**config.mk**
```make
export PLATFORM = sky130hd
export DESIGN_NAME = video_timing_gen
export DESIGN_NICKNAME = d
export VERILOG_FILES = /design/src/rtl/video_timing_gen.sv
export SDC_FILE = /design/constraint.sdc
export NUM_CORES = 1
export LEC_CHECK = 0
export ABC_AREA = 1
export CORE_MARGIN = 4
export CORE_UTILIZATION = 45
export DETAILED_ROUTE_END_ITERATION = 10
export PLACE_DENSITY = 0.67
export SLEW_MARGIN = 20
export SYNTH_ARGS = -nofsm -noshare
export SYNTH_HDL_FRONTEND = slang
export SYNTH_SLANG_ARGS = --single-unit
```
**constraint.sdc**
```tcl
create_clock -name i_clk -period 3.6 [get_ports i_clk]
set_clock_uncertainty 0.1 [all_clocks]
set_input_delay 0.72 -clock i_clk [delete_from_list [all_inputs] [get_ports i_clk]]
set_output_delay 0.72 -clock i_clk [all_outputs]
set_load 0.005 [all_outputs]
```
**src/rtl/video_timing_gen.sv**
```systemverilog
// Raster timing generator: pixel coordinates, display enable, syncs,
// line/frame markers and a free-running completed-frame counter.
// Counters and outputs advance only on cycles where i_pix_en is high.
module video_timing_gen #(
    parameter int unsigned H_RES  = 640,
    parameter int unsigned H_FP   = 16,
    parameter int unsigned H_SYNC = 96,
    parameter int unsigned H_BP   = 48,
    parameter int unsigned V_RES  = 480,
    parameter int unsigned V_FP   = 10,
    parameter int unsigned V_SYNC = 2,
    parameter int unsigned V_BP   = 33,
    parameter bit          H_POL  = 1'b0,
    parameter bit          V_POL  = 1'b0
) (
    input  logic        i_clk,
    input  logic        i_rst,
    input  logic        i_pix_en,
    output logic [15:0] o_x,
    output logic [15:0] o_y,
    output logic        o_de,
    output logic        o_h_sync,
    output logic        o_v_sync,
    output logic        o_line_start,
    output logic        o_frame_start,
    output logic [15:0] o_frame_cnt
);

    localparam int unsigned CW       = 16;
    localparam int unsigned H_TOTAL  = H_RES + H_FP + H_SYNC + H_BP;
    localparam int unsigned V_TOTAL  = V_RES + V_FP + V_SYNC + V_BP;
    localparam int unsigned HS_START = H_RES + H_FP;
    localparam int unsigned HS_END   = HS_START + H_SYNC;
    localparam int unsigned VS_START = V_RES + V_FP;
    localparam int unsigned VS_END   = VS_START + V_SYNC;

    // Totals must fit the 16-bit position counters.
    if (H_TOTAL > 65536 || V_TOTAL > 65536) begin : g_cfg_check
        $error("video_timing_gen: H_TOTAL/V_TOTAL exceed 65536");
    end

    logic [CW-1:0] cx_q, cx_d;
    logic [CW-1:0] cy_q, cy_d;
    logic [CW-1:0] x_q, x_d;
    logic [CW-1:0] y_q, y_d;
    logic          de_q, de_d;
    logic          hs_q, hs_d;
    logic          vs_q, vs_d;
    logic          ls_q, ls_d;
    logic          fs_q, fs_d;
    logic [CW-1:0] fcnt_q, fcnt_d;

    logic h_last_c;
    logic v_last_c;
    logic de_c;
    logic hs_act_c;
    logic vs_act_c;

    // Decode of the slot currently held in the position counters.
    always_comb begin
        h_last_c = (cx_q == CW'(H_TOTAL - 1));
        v_last_c = (cy_q == CW'(V_TOTAL - 1));
        de_c     = (32'(cx_q) < H_RES) && (32'(cy_q) < V_RES);
        hs_act_c = (32'(cx_q) >= HS_START) && (32'(cx_q) < HS_END);
        vs_act_c = (32'(cy_q) >= VS_START) && (32'(cy_q) < VS_END);
    end

    // Next state: present the current slot and step the raster on enabled cycles.
    always_comb begin
        cx_d   = cx_q;
        cy_d   = cy_q;
        x_d    = x_q;
        y_d    = y_q;
        de_d   = de_q;
        hs_d   = hs_q;
        vs_d   = vs_q;
        ls_d   = 1'b0;
        fs_d   = 1'b0;
        fcnt_d = fcnt_q;
        if (i_pix_en) begin
            x_d  = cx_q;
            y_d  = cy_q;
            de_d = de_c;
            hs_d = hs_act_c ? H_POL : ~H_POL;
            vs_d = vs_act_c ? V_POL : ~V_POL;
            ls_d = (cx_q == '0);
            fs_d = (cx_q == '0) && (cy_q == '0);
            if (h_last_c) begin
                cx_d = '0;
                if (v_last_c) begin
                    cy_d   = '0;
                    fcnt_d = fcnt_q + CW'(1);
                end else begin
                    cy_d = cy_q + CW'(1);
                end
            end else begin
                cx_d = cx_q + CW'(1);
            end
        end
    end

    // State and output registers with synchronous reset.
    always_ff @(posedge i_clk) begin
        if (i_rst) begin
            cx_q   <= '0;
            cy_q   <= '0;
            x_q    <= '0;
            y_q    <= '0;
            de_q   <= 1'b0;
            hs_q   <= ~H_POL;
            vs_q   <= ~V_POL;
            ls_q   <= 1'b0;
            fs_q   <= 1'b0;
            fcnt_q <= '0;
        end else begin
            cx_q   <= cx_d;
            cy_q   <= cy_d;
            x_q    <= x_d;
            y_q    <= y_d;
            de_q   <= de_d;
            hs_q   <= hs_d;
            vs_q   <= vs_d;
            ls_q   <= ls_d;
            fs_q   <= fs_d;
            fcnt_q <= fcnt_d;
        end
    end

    assign o_x           = x_q;
    assign o_y           = y_q;
    assign o_de          = de_q;
    assign o_h_sync      = hs_q;
    assign o_v_sync      = vs_q;
    assign o_line_start  = ls_q;
    assign o_frame_start = fs_q;
    assign o_frame_cnt   = fcnt_q;

endmodule

```
-- After elaboration in Yosys (flattened, before gate mapping)
Index checks and enable logic that the tools add are counted.
- register bits: 85
- word-level logic and storage cells: 35
- output and inout bits: 53
- magnitude comparators: 6
- equal/unequal tests: 2
- add/sub/neg operators: 3
- bitwise logic cells: 1
- reduce and logical (&&, ||, !) cells: 9
- mux-type cells: 4
- operators with widths (cell ; number):
    $add A16 B1 Y16 const B ; 3
    $eq A16 B10 Y1 const B ; 2
    $logic_not A16 Y1 ; 2
    $lt A16 B10 Y1 const B ; 2
    $lt A16 B9 Y1 const B ; 2
    $mux W16 ; 2
    $ge A16 B10 Y1 const B ; 1
    $ge A16 B9 Y1 const B ; 1
    $logic_and A1 B1 Y1 ; 4
    $reduce_and A3 Y1 ; 1
    $mux W1 ; 2
    $reduce_and A2 Y1 ; 1
    $reduce_or A2 Y1 ; 1
    $not A1 Y1 ; 1

-- Depth between registers and ports, before layout
Gate-level depths: netlist of run 1.
- word-level depth: 3
- depth in mapped cells: 9
- mapped depth without buffers: 9

-- Worst setup path before layout of run 1
No wires, ideal clock.
- kind: input port to flip-flop
- from: input port i_pix_en
- to: register cx_q[12]
- arrival time: 1.538 ns
- buffers on the path: 1
- stages: 6
- library setup time: 0.121 ns
- path slack: 1.841 ns
- data required time: 3.379 ns
- cells stage by stage: buf_2 -> nand2_1 -> nor3_2 -> nand3_1 -> nor3_1 -> nor3_2
- RTL lines (element ; line ; RTL):
    start: declaration ; 18 ; input logic i_pix_en,
    end signal: assignment ; 105 ; cx_q <= '0;
    end signal: assignment ; 116 ; cx_q <= cx_d;
    end: declaration ; 42 ; logic [CW-1:0] cx_q, cx_d;

-- Final worst setup path of run 1
- from: register fcnt_q[0], in the netlist o_frame_cnt[0]
- to: output port o_frame_cnt[0]
- RTL lines (element ; line ; RTL):
    start: declaration ; 51 ; logic [CW-1:0] fcnt_q, fcnt_d;
    start signal: assignment ; 125 ; fcnt_q <= fcnt_d;
    end: declaration ; 26 ; output logic [15:0] o_frame_cnt
No word-level cell between the ends.

==> results of run 1 <==
[final cells by class]
cell class | instances | area [sq um]
tap | 108 | 135
fill | 850 | 3860
inverter | 53 | 200
sequential | 85 | 1700
timing repair buffer | 59 | 576
multi-input combinational | 457 | 2190
clock buffer | 9 | 124
clock inverter | 7 | 97.6
[per-layer routing]
metal	up-vias	routed length (um)	track usage, %
met4	0	100	5.70
met1	1892	5120	27.9
met2	132	5400	34.1
li1	2116	-	-
met5	-	0	0
met3	11	629	3.70
[metrics by stage]
stage,cell area (sq um),std cells
3_3_place_gp,4810,762
3_5_place_dp,4810,762
6_report,5030,778
2_1_floorplan,4200,615
5_1_grt,5030,778
4_1_cts,5030,778
[placed cells by master, fill, tap and decap left out, drive strengths merged]
cell | netlist | layout
xor2 | 7 | 7
xnor2 | 2 | 2
clkinvlp | 0 | 2
nor4 | 4 | 4
ha | 5 | 5
clkinv | 2 | 3
nand4 | 17 | 17
o21ai | 36 | 36
and2 | 1 | 1
inv | 51 | 53
clkdlybuf4s50 | 0 | 54
buf | 14 | 5
o21bai | 1 | 1
nand2 | 148 | 148
nand3b | 1 | 1
a21oi | 66 | 66
bufinv | 0 | 2
a211oi | 4 | 4
clkbuf | 6 | 9
nand3 | 49 | 49
o22ai | 1 | 1
nor3 | 14 | 14
nor2 | 101 | 101
dfxtp | 85 | 85
[power groups by stage]
stage,registers [mW],clock network [mW],logic [mW]
after floorplan,0.995,0,0.0511
final,0.974,0.756,0.108
after global placement,0.996,0,0.107
after detailed placement,0.996,0,0.110
after global routing,0.977,0.811,0.121
after CTS,0.974,0.776,0.111
[sequential cells by signal, indices dropped and copies added (netlist names)]
register,cells
cx_q,16
cy_q,16
o_frame_cnt,16
o_x,16
o_y,16
o_de,1
o_frame_start,1
o_h_sync,1
o_line_start,1
o_v_sync,1
[final timing paths]
check                               from                            to  slack, ps  cells after the start
min reg2reg         o_x[10]$_SDFFE_PP0P_          o_x[10]$_SDFFE_PP0P_        370                      2
min                 o_x[10]$_SDFFE_PP0P_          o_x[10]$_SDFFE_PP0P_        370                      2
max          o_frame_cnt[0]$_SDFFE_PP0P_                o_frame_cnt[0]       1400                      1
max reg2reg         cx_q[0]$_SDFFE_PP0P_  o_frame_cnt[11]$_SDFFE_PP0P_       1520                      8
[cell families (layout without fill, tap and decap cells)]
logic type | after synthesis | in the layout
buf+inv | 73 | 128
flops | 85 | 85
fa+ha+maj | 5 | 5
xor+xnor | 9 | 9
compound gates | 108 | 108
simple gates | 335 | 335
==> impl_metrics.ini, run 1 <==
[status]
outcome = finished clean

[setup_path]
path_cells = clkdlybuf4s50_1
critical_path.max_stage_delay_ps = 550
endpoint_kind = output pin
crit_slowest_cell = sky130_fd_sc_hd__clkdlybuf4s50_1
setup.worst_path.class = reg -> out
data_required_time_at_the_worst_endpoint_ps = 2780
timing.critical_path.max_delay_family = buffers and inverters
critPathMaxFanout = 7
worstSetupStartpointType = flip-flop
crit_buf_inv = 1
worst_ep_arrival_time_ps = 1380

[routing]
drt_pre_antenna_iters = 7
drt_iter0_markers = 187
dr_total_vias = 4151
totalWireLength_um = 11300
drt-wirelength-per-cell_um = 14.5
drt-vias-per-instance = 5.34
dr_drc_count = 0
drt.antenna.violating_nets = 0

[clock_tree]
post_cts.resized_instances = 0
source_to_sink_clock_delay_at_the_later_pin_of_the_worst_skew_pair_ps = 360
tritoncts = built
cts_post_setup_buffers_inserted = 0
clock_tree_buf_depth = 2
cts_sinks = 85
cts.htree.levels = 3
path_clk_slew_ps = 90
cts.hold.buffers_added = 0
cts_made_buffers = 9
library_cell_used_as_clock_root_buffer = sky130_fd_sc_hd__clkbuf_8

[power_and_ir_drop]
power_frac_clock_pct = 41.1
pwr-share-seq_pct = 53.0
p_switching_mw = 0.431
cellInternalPower_mw = 1.41
leakage_nw = 1.78
combinationalPowerShare_pct = 5.9
total_power_mw = 1.84
power.switching_fraction_pct = 23.5
p_per_area_nw_per_um2 = 366
worst_case_vdd_ir_drop_mv = 0.179

[timing]
fin_setup_tns_ps = 0
hold-worst-slack_ps = 366
final_critical_path_setup_slack_ps = 1400
final_min_period_over_clock_period_pct = 61.0
number_of_endpoints_with_negative_hold_slack_in_the_final_report = 0
finalSetupViolations = 0
relSlewSlack_pct = 63.8
rsz0062_at_grt = false
timing_worst_slew_pin_value_ps = 542
fmax_mhz = 455
report.final.slew_viol_count = 0
min_period_ps = 2200

[yosys]
syn_area_per_cell_sq_um = 6.82
seq_area_frac_synth_pct = 40.6
yosysTopAreaCell = sky130_fd_sc_hd__dfxtp_1
post_synth_fa_ha_maj_area_fraction_pct = 1.49
synth_area_sq_um = 4200
yosys-top-cells-count = sky130_fd_sc_hd__nand2_1, sky130_fd_sc_hd__nor2_1, sky130_fd_sc_hd__dfxtp_1
synth_simple_gate_area_share_pct = 35.6
synthesis.nets = 623
synth_edf_count = 0
most_numerous_cell_in_the_yosys_netlist = sky130_fd_sc_hd__nand2_1
combinational_family_with_the_most_area_after_synthesis = simple AND/OR/NAND/NOR gates
postSynth.topFlopCell = sky130_fd_sc_hd__dfxtp_1
yosysWarnings = 0
yosys.area.top_type_share_pct = 40.6
synth_compound_gate_area_share_pct = 13.3
synth_async_sr_flop_share_pct = 0
synth_seq_cells = 85
syn_inst = 615
yosys.area_share.xor_xnor_pct = 1.88
synthTopCellsByArea = sky130_fd_sc_hd__dfxtp_1, sky130_fd_sc_hd__nand2_1, sky130_fd_sc_hd__nor2_1
post_synth_mux_area_share_pct = 0
netlist-cell-type-count = 32

[die]
placementRows = 34
die_outline_width_um = 105
io-pin-count = 56
design.die.area_sq_um = 10900
die_h_um = 105
core_sq_um = 8890
initial_utilization_pct = 47.2

[place]
pre_cts_ws_ps = 1080
portBuffers = 55
dpl.hpwl_um = 8220
routabilityCongestion = 0.890

[finish]
num_antenna_cells = 0
finish.utilization_pct = 56.6
area.growth.synth_to_final_pct = 19.9
final_net_count = 673
layout-drive-gt1-share_pct = 6.72

[grt]
grt_remaining_overflow = 0
grt_max_degree = 39
groute.usage.overall_pct = 20.7
antenna_found_initial = 0
first_global_vias = 3818
grt_pass1_wl_um = 18700

[hold_path]
hold_path.class = reg -> reg

[job]
cap_viol_max_count = 0
(Power assumes the default switching activity.)
==> inputs of run 2 (changes only) <==
--- a/config.mk
+++ b/config.mk
@@ -9,7 +9,7 @@
 export CORE_MARGIN = 4
 export CORE_UTILIZATION = 45
 export DETAILED_ROUTE_END_ITERATION = 10
-export PLACE_DENSITY = 0.67
+export PLACE_DENSITY = 0.7
 export SLEW_MARGIN = 20
 export SYNTH_ARGS = -nofsm -noshare
 export SYNTH_HDL_FRONTEND = slang
==> constraint.sdc (replaced) <==
create_clock -name i_clk -period 1.9 [get_ports i_clk]
set_clock_uncertainty 0.1 [all_clocks]
set_input_delay 0.38 -clock i_clk [delete_from_list [all_inputs] [get_ports i_clk]]
set_output_delay 0.38 -clock i_clk [all_outputs]
set_load 0.005 [all_outputs]
==> run 2 against run 1 <==
Effect of this change:
- utilization is 0.82 points higher
- sequential power is 89% higher
- sequential share of layout area fell by 0.48 points
- clock power is 60% higher
- first-iteration DRC count grew 29%
- critical path depth grew 1
- setup slack got worse by 1300 ps
- hold slack better by 2.8 ps
- clock-buffer cell count increased by 1
- critical path type unchanged
==> impl_metrics.ini, run 2 (synthesis results as in run 1) <==
[status]
outcome = finished clean

[grt]
first_global_vias = 3948
antenna_found_initial = 0
grt_pass1_wl_um = 18700
grt_max_degree = 39
grt_remaining_overflow = 0
groute.usage.overall_pct = 20.5

[timing]
fmax_mhz = 545
fin_setup_tns_ps = 0
final_critical_path_setup_slack_ps = 65.4
finalSetupViolations = 0
relSlewSlack_pct = 71.0
number_of_endpoints_with_negative_hold_slack_in_the_final_report = 0
report.final.slew_viol_count = 0
final_min_period_over_clock_period_pct = 96.6
hold-worst-slack_ps = 369
timing_worst_slew_pin_value_ps = 432
rsz0062_at_grt = false
min_period_ps = 1830

[clock_tree]
cts_sinks = 85
cts.hold.buffers_added = 0
tritoncts = built
clock_tree_buf_depth = 2
source_to_sink_clock_delay_at_the_later_pin_of_the_worst_skew_pair_ps = 360
cts.htree.levels = 3
cts_made_buffers = 9
post_cts.resized_instances = 0
path_clk_slew_ps = 90
cts_post_setup_buffers_inserted = 0
library_cell_used_as_clock_root_buffer = sky130_fd_sc_hd__clkbuf_8

[place]
placedCellCount = 774
pre_cts_ws_ps = 109
routabilityCongestion = 0.970
dpl.hpwl_um = 8290
portBuffers = 55
dpl_cell_area_sq_um = 4910

[setup_path]
endpoint_kind = output pin
data_required_time_at_the_worst_endpoint_ps = 1420
worstSetupStartpointType = flip-flop
critical_path.max_stage_delay_ps = 500
crit_buf_inv = 2
worst_ep_arrival_time_ps = 1350
crit_slowest_cell = sky130_fd_sc_hd__clkdlybuf4s50_1
critPathMaxFanout = 6
timing.critical_path.max_delay_family = buffers and inverters
path_cells = buf_4 > clkdlybuf4s50_1
setup.worst_path.class = reg -> out

[die]
initial_utilization_pct = 47.2
die_outline_width_um = 105
die_h_um = 105
placementRows = 34
core_sq_um = 8890
design.die.area_sq_um = 10900
io-pin-count = 56

[power_and_ir_drop]
combinationalPowerShare_pct = 6.6
p_per_area_nw_per_um2 = 640
worst_case_vdd_ir_drop_mv = 0.422
power_frac_clock_pct = 37.0
power.switching_fraction_pct = 25.1
pwr-share-seq_pct = 56.4
p_switching_mw = 0.821
cellInternalPower_mw = 2.44
leakage_nw = 1.82

[hold_path]
hold_path.class = reg -> reg

[finish]
mostFrequentLayoutCells = sky130_fd_sc_hd__nand2_1, sky130_fd_sc_hd__nor2_1, sky130_fd_sc_hd__dfxtp_1
layout.cells.most_common = sky130_fd_sc_hd__nand2_1
multi_input_gate_area_sq_um = 2200
layout-drive-gt1-share_pct = 8.80
stdcell_area_sq_um = 5100
post_layout_nonfiller_instances = 790
seqCellArea_sq_um = 1700
area.growth.synth_to_final_pct = 21.6
nFillCells = 835
final_net_count = 685
num_antenna_cells = 0

[routing]
drt-wirelength-per-cell_um = 14.0
dr_total_vias = 4179
dr_drc_count = 0
drt_pre_antenna_iters = 5
totalWireLength_um = 11100
drt.antenna.violating_nets = 0
drt_iter0_markers = 241
drt-vias-per-instance = 5.29

[job]
cap_viol_max_count = 0
## run 2: layout make-up
cell class,instances,share of cell area [%]
clock inverter,6,0.908
timing repair buffer,71,13.3
tap,108,2.65
sequential,85,33.4
inverter,53,3.92
clock buffer,10,2.70
multi-input combinational,457,43.2
## run 2: power groups by stage
stage | clock network, mW | registers, mW | logic, mW
finish | 1.21 | 1.84 | 0.215
global route | 1.31 | 1.85 | 0.239
CTS | 1.25 | 1.84 | 0.219
detailed placement | 0 | 1.89 | 0.218
global placement | 0 | 1.88 | 0.214
floorplan | 0 | 1.89 | 0.0967
## run 2: layer usage
layer	up-vias	global-route usage, %	routed length (um)	part of all wire (%)
met1	1904	26.7	4980	45
met5	-	0	0	0
met3	19	2.77	520	4.7
li1	2151	-	-	-
met2	105	34.7	5390	49
met4	0	7.60	195	1.8
## run 2: through the flow
stage               utilization, %  power [mW]
detailed placement            55.2        2.10
CTS                           57.3        3.31
global route                  57.4        3.40
global placement              55.2        2.10
finish                        57.4        3.27
floorplan                        -        1.98
## run 2: worst register-to-register path, delay by kind of cell (launching register included)
| kind | cells | cell delay [ps] |
|---|---|---|
| adder cells (fa/ha/maj) | 1 | 220 |
| AND/OR/NAND/NOR | 4 | 620 |
| flip-flops | 1 | 410 |
| AO/OA/AOI/OAI | 1 | 140 |
| XOR/XNOR | 1 | 170 |
## run 2: path summary, 6_finish.rpt
check                                                  from                           end  slack (ps)  cells past startpoint
worst max-delay path            o_frame_cnt[0]$_SDFFE_PP0P_                o_frame_cnt[0]          70                      2
worst min-delay path                   o_x[10]$_SDFFE_PP0P_          o_x[10]$_SDFFE_PP0P_         370                      2
worst max register to register  o_frame_cnt[1]$_SDFFE_PP0P_  o_frame_cnt[10]$_SDFFE_PP0P_         170                      7
worst min register to register         o_x[10]$_SDFFE_PP0P_          o_x[10]$_SDFFE_PP0P_         370                      2
==> inputs of run 3 (changes only) <==
--- a/config.mk
+++ b/config.mk
@@ -8,6 +8,7 @@
 export ABC_AREA = 1
 export CORE_MARGIN = 4
 export CORE_UTILIZATION = 45
+export CTS_BUF_LIST = sky130_fd_sc_hd__clkbuf_8
 export DETAILED_ROUTE_END_ITERATION = 10
 export PLACE_DENSITY = 0.7
 export SLEW_MARGIN = 20
==> results of run 3 <==
Final layout, timing and power as in run 2 (identical DEF).
